[config.mk]
export PLATFORM = sky130hd
export DESIGN_NAME = dds_phase_ctrl
export DESIGN_NICKNAME = d
export VERILOG_FILES = /design/src/rtl/dds_pkg.sv /design/src/rtl/dds_serial_mult.sv /design/src/rtl/dds_phase_ctrl.sv
export SDC_FILE = /design/constraint.sdc
export NUM_CORES = 1
export LEC_CHECK = 0
export CORE_ASPECT_RATIO = 0.75
export CORE_MARGIN = 1.5
export CORE_UTILIZATION = 25
export CTS_CLUSTER_DIAMETER = 100
export DETAILED_ROUTE_END_ITERATION = 8
export RECOVER_POWER = 25
export SETUP_SLACK_MARGIN = 0.5
export SLEW_MARGIN = 20
export SYNTH_ARGS = -nofsm -noshare
export SYNTH_HDL_FRONTEND = slang
export SYNTH_SLANG_ARGS = --single-unit
export TNS_END_PERCENT = 50
[constraint.sdc]
create_clock -name Fg_CLK -period 4.55 [get_ports Fg_CLK]
set_input_delay 0.455 -clock Fg_CLK [delete_from_list [all_inputs] [get_ports Fg_CLK]]
set_output_delay 0.455 -clock Fg_CLK [all_outputs]
set_load 0.02 [all_outputs]
[src/rtl/dds_pkg.sv]
// dds_pkg: shared state encoding, default parameters and Nyquist clamp helper for the DDS phase controller
package dds_pkg;
  typedef enum logic [1:0] {IDLE, MULT, WAIT_WRAP} ctrl_state_t;
  localparam int DDS_ADDR_W  = 11;
  localparam int DDS_PHASE_W = 32;
  localparam int DDS_STEP_K  = 179;
  localparam int DDS_WRAP_TO = 65535;
  function automatic logic [63:0] dds_nyq(input int w);
    return (64'd1 << (w - 1)) - 64'd1;
  endfunction
endpackage

[src/rtl/dds_serial_mult.sv]
// dds_serial_mult: LSB-first shift-add code x K multiplier, restartable on start, saturated to Nyquist
module dds_serial_mult
  import dds_pkg::*;
#(
  parameter int          AW = DDS_ADDR_W,
  parameter int          PW = DDS_PHASE_W,
  parameter int unsigned K  = DDS_STEP_K
) (
  input  logic          clk,
  input  logic          rst_n,
  input  logic          start_i,
  input  logic [AW-1:0] a_i,
  output logic          done_o,
  output logic [PW-1:0] p_o
);
  localparam int PRW = AW + PW;
  localparam int CW = (AW > 1) ? $clog2(AW) : 1;
  localparam logic [PRW-1:0] NYQ = PRW'(dds_nyq(PW));
  logic [AW-1:0] code_q, code_d;
  logic [PRW-1:0] mc_q, mc_d, acc_q, acc_d, sum;
  logic [CW-1:0] cnt_q, cnt_d;
  logic run_q, run_d, last;
  // done and p_o reflect the final partial sum combinationally so the caller sees it on the last bit's edge
  always_comb begin
    sum = acc_q + (code_q[0] ? mc_q : '0);
    last = cnt_q == CW'(AW - 1);
    done_o = run_q && !start_i && last;
    p_o = (sum > NYQ) ? NYQ[PW-1:0] : sum[PW-1:0];
    code_d = start_i ? a_i : run_q ? code_q >> 1 : code_q;
    mc_d = start_i ? PRW'(K) : run_q ? mc_q << 1 : mc_q;
    acc_d = start_i ? '0 : run_q ? sum : acc_q;
    cnt_d = start_i ? '0 : run_q ? cnt_q + 1'b1 : cnt_q;
    run_d = start_i || (run_q && !last);
  end
  always_ff @(posedge clk or negedge rst_n) begin
    if (!rst_n) begin
      code_q <= '0;
      mc_q <= '0;
      acc_q <= '0;
      cnt_q <= '0;
      run_q <= 1'b0;
    end else begin
      code_q <= code_d;
      mc_q <= mc_d;
      acc_q <= acc_d;
      cnt_q <= cnt_d;
      run_q <= run_d;
    end
  end
endmodule

[src/rtl/dds_phase_ctrl.sv]
// dds_phase_ctrl: converts rotary codes to tuning words and applies them only at a phase wrap
// (or after a timeout), while owning the phase accumulator driving the sine LUT.
module dds_phase_ctrl
  import dds_pkg::*;
#(
  parameter int ADDR_W  = DDS_ADDR_W,
  parameter int PHASE_W = DDS_PHASE_W,
  parameter int STEP_K  = DDS_STEP_K,
  parameter int WRAP_TO = DDS_WRAP_TO
) (
  input  logic               Fg_CLK,
  input  logic               RESETn,
  input  logic [ADDR_W-1:0]  Address,
  input  logic               FreqChng,
  input  logic               Enable,
  output logic [PHASE_W-1:0] Phase,
  output logic [PHASE_W-1:0] TuneWord,
  output logic               Busy,
  output logic               Applied,
  output logic               Forced
);
  localparam int TW = (WRAP_TO > 1) ? $clog2(WRAP_TO) : 1;
  ctrl_state_t state_q, state_d;
  logic [PHASE_W-1:0] phase_q, phase_d, tune_q, tune_d, word_q, word_d, mult_p;
  logic [PHASE_W:0] sum_w;
  logic [TW-1:0] to_q, to_d;
  logic wrap, apply, forced, mult_done, busy_q, applied_q, forced_q;
  dds_serial_mult #(.AW(ADDR_W), .PW(PHASE_W), .K(STEP_K)) u_mult (
    .clk(Fg_CLK),
    .rst_n(RESETn),
    .start_i(FreqChng),
    .a_i(Address),
    .done_o(mult_done),
    .p_o(mult_p)
  );
  // an apply and a new strobe on the same edge both take effect: old word goes out, new code restarts MULT
  always_comb begin
    sum_w = {1'b0, phase_q} + {1'b0, tune_q};
    wrap = sum_w[PHASE_W];
    apply = state_q == WAIT_WRAP && (!Enable || wrap || to_q == TW'(WRAP_TO - 1));
    forced = apply && Enable && !wrap;
    tune_d = apply ? word_q : tune_q;
    word_d = (!FreqChng && state_q == MULT && mult_done) ? mult_p : word_q;
    state_d = FreqChng ? MULT : (state_q == MULT && mult_done) ? WAIT_WRAP : apply ? IDLE : state_q;
    to_d = (state_q == WAIT_WRAP && state_d == WAIT_WRAP) ? to_q + 1'b1 : '0;
    phase_d = Enable ? sum_w[PHASE_W-1:0] : '0;
  end
  always_ff @(posedge Fg_CLK or negedge RESETn) begin
    if (!RESETn) begin
      state_q <= IDLE;
      phase_q <= '0;
      tune_q <= '0;
      word_q <= '0;
      to_q <= '0;
      busy_q <= 1'b0;
      applied_q <= 1'b0;
      forced_q <= 1'b0;
    end else begin
      state_q <= state_d;
      phase_q <= phase_d;
      tune_q <= tune_d;
      word_q <= word_d;
      to_q <= to_d;
      busy_q <= state_d != IDLE;
      applied_q <= apply;
      forced_q <= forced;
    end
  end
  assign Phase = phase_q;
  assign TuneWord = tune_q;
  assign Busy = busy_q;
  assign Applied = applied_q;
  assign Forced = forced_q;
endmodule

==> reports/metrics.csv <==
metric,value,unit
asr flop ratio synth,1.00,
Initial Util,0.254,
largest area contributor in the netlist,dfrtp_1,
critical path startpoint,u_mult.code_q[0],
post-route ant nets,0,
Post-synth EDFFs,0,
"Cell Area, Synth",12800,um2
Row Count,71,
Diodes inserted,0,
Root Driver,clkbuf_16,
total CTS buffers,26,
max-slew violations,105,
largest net degree at the start of global routing,105,
chip width,264,um
Commonest cells post-synth,"dfrtp_1 (219), nor2_1 (185), mux2i_1 (81), nand2_1 (81)",
Clock transition at path regs,0.06,ns
first-pass GRT wire length,53900,um
average size of a mapped cell,9.86,um2
Critical Path Fanout Max,11,
critical hold path startpoint,FreqChng,
status,finished with violations,
fmax,256,MHz
Avg Vias per Cell,4.84,
count of final setup violators,0,
worst-margin pin slew,2.63,ns
1st-iter DRT viols,661,
Slew HR,-0.751,
Final min period,3.90,ns
Yosys cell types,79,
register bit total from synthesis,219,
drt pass-1 iters,5,
CP Capture Type,register,
Arrival @ worst endpoint,4.32,ns
via count,9956,
share of the core filled with cells,0.305,
Wirelength per Cell,16.2,um
register area share after synthesis,0.428,
Global Route Usage Sum,0.125,
max_cap viols,1,
Ys Warns,0,
Syn Nets,1393,
core area,50400,um2
port bufs,81,
final net count,1476,
Ports,82,
Pleak,7.41,nW
Final Hold Viols,0,
H-tree levels,1,
startpoint class of the critical path,register,
CTS tree,built,
DR DRC count,0,
Hold WC Path Type,in2reg,
vias in the first global route,9787,
routability cong.,0.891,
Synth Instances,1298,
most common flop cell mapped by yosys,dfrtp_1,
Total Wirelength,33300,um
# clock sinks,219,
Synth-to-Final Area Change,20.0,%
ratio of cells with drive above 1 in the final layout,0.0987,
Synth top area share,0.428,
RSZ-0062 raised after global routing,no,
CTS Buffer Depth,3,
worst vdd ir,0.000235,V
die span in y,199,um
DIE AREA,52500,um2
r2r startpoint,u_mult.code_q[0],
kind of critical path,reg2reg,
PD cells,307,nW/um2
most common cell in the netlist,dfrtp_1,
failing checks,"capacitance limit, slew limit",
final worst-path cycle share,0.857,
final setup TNS,0,ns
Worst EP required,4.97,ns
Synth area leaders,"dfrtp_1 (43%), ha_1 (7.6%), mux2i_1 (6.3%), nor2_1 (5.4%), xnor2_1 (3.1%)",
Fin Clk Skew,0.0220,ns
GRT Residual Overflow,0,
clk_lat worst skew,0.55,ns
DPL Wire Length,23700,um
initial antenna violation count,0,
## what timing repair did
item                                    CTS  global route
endpoints found under the setup margin    2            64
pin swaps                                 0             5
hold buffers                              1             0
gates resized for setup                   1            13
buffers inserted                          0             7
endpoints found under the hold margin    61             0
## cells in the final DEF, fill, tap and decap left out, drive strengths merged, types with 4 or more instances in the layout
cell / Yosys / layout
o21bai: 10 / 10
a21boi: 4 / 4
o22a: 26 / 26
a211o: 7 / 7
a221oi: 4 / 4
mux2i: 81 / 81
a21oi: 80 / 80
nand4: 21 / 21
buf: 19 / 26
nor2b: 11 / 11
a31oi: 7 / 7
bufinv: 0 / 4
and3: 16 / 16
xnor2: 46 / 46
clkbuf: 36 / 36
mux2: 32 / 32
nor2: 185 / 185
o31ai: 5 / 5
nand3: 21 / 21
a211oi: 17 / 17
nand2: 81 / 81
a21o: 23 / 23
a311oi: 4 / 4
clkinv: 1 / 6
ha: 78 / 78
inv: 39 / 39
and2: 48 / 48
a2111oi: 4 / 4
o21a: 7 / 7
dfrtp: 219 / 219
nand2b: 10 / 10
o211ai: 9 / 9
xor2: 34 / 34
clkdlybuf4s50: 0 / 78
o21ai: 57 / 57
nor3: 21 / 21
## flip-flops by register name (all words and copies together) (netlist names)
signal         flops
word_q            32
to_q              16
Busy               1
u_mult.run_q       1
u_mult.acc_q      43
u_mult.mc_q       43
Forced             1
state_q            2
Applied            1
u_mult.code_q     11
Phase             32
u_mult.cnt_q       4
TuneWord          32
## metrics by stage
stage	instances	total power, mW	hold WS (ns)	area (um2)	worst slack (ns)
finish	2055	4.72	0.303	15300	0.651
global route	2055	4.92	0.317	15300	0.482
CTS	2048	4.80	0.286	15300	0.512
detailed placement	2002	2.53	0.440	14300	0.528
global placement	2002	2.52	0.437	14300	0.555
floorplan	1298	2.35	0.159	12800	0.910
## report_power, final
| group | switching [mW] | leakage [nW] | internal, mW | total (mW) |
|---|---|---|---|---|
| clock network | 0.870 | 0.435 | 1.35 | 2.22 |
| logic | 0.247 | 4.07 | 0.175 | 0.422 |
| registers | 0.0528 | 2.91 | 2.02 | 2.07 |
| total | 1.17 | 7.41 | 3.55 | 4.72 |
## critical path, stage by stage, from the launching register on
cell	delay, ns
dfrtp_2	0.45
dlymetal6s2s_1	0.20
and2_1	0.17
ha_1	0.36
a211o_1	0.32
o21ai_2	0.24
o211ai_1	0.14
buf_4	0.17
a211oi_4	0.34
o211ai_1	0.19
xor2_1	0.19
nor4b_2	0.32
buf_4	0.18
nand4_4	0.11
buf_4	0.20
o22a_2	0.20
## cell type report
class	instances	area [um2]
repair buffers	110	1050
well taps	657	822
clock inverters	12	171
clock buffers	33	728
fillers	5160	35000
multi-input cells	984	6940
flip-flops and latches	219	5490
inverters	40	150
## path summary, 6_finish.rpt
kind                       slack (ns)  depth (start not counted)           endpoint
hold / removal                   0.30                          3  u_mult.code_q[10]
min in group asynchronous        0.44                          2   u_mult.code_q[8]
max in group asynchronous        1.16                          3           Phase[1]
hold reg to reg                  0.50                          1        TuneWord[5]
setup reg to reg                 0.65                         15          word_q[0]
setup / recovery                 0.65                         15          word_q[0]
## cell families (layout without fill, tap and decap cells)
logic type	count (synthesis)	in the layout	share of synthesized area
AND/OR/NAND/NOR	429	429	0.162
AO/OA/AOI/OAI	282	282	0.151
flip-flops	219	219	0.428
multiplexers	113	113	0.0915
buffers and inverters	95	195	0.0331
adder cells (fa/ha/maj)	80	80	0.0794
XOR/XNOR	80	80	0.0548
## metal layers
layer	wire (um)	share of wire	up-vias	track usage
li1	-	-	4789	-
met1	16900	0.51	4901	0.187
met2	14100	0.42	223	0.187
met3	1610	0.048	43	0.0240
met4	618	0.019	0	0.0255
met5	0	0	-	0
Note: power is estimated with default switching activity, not from simulation.
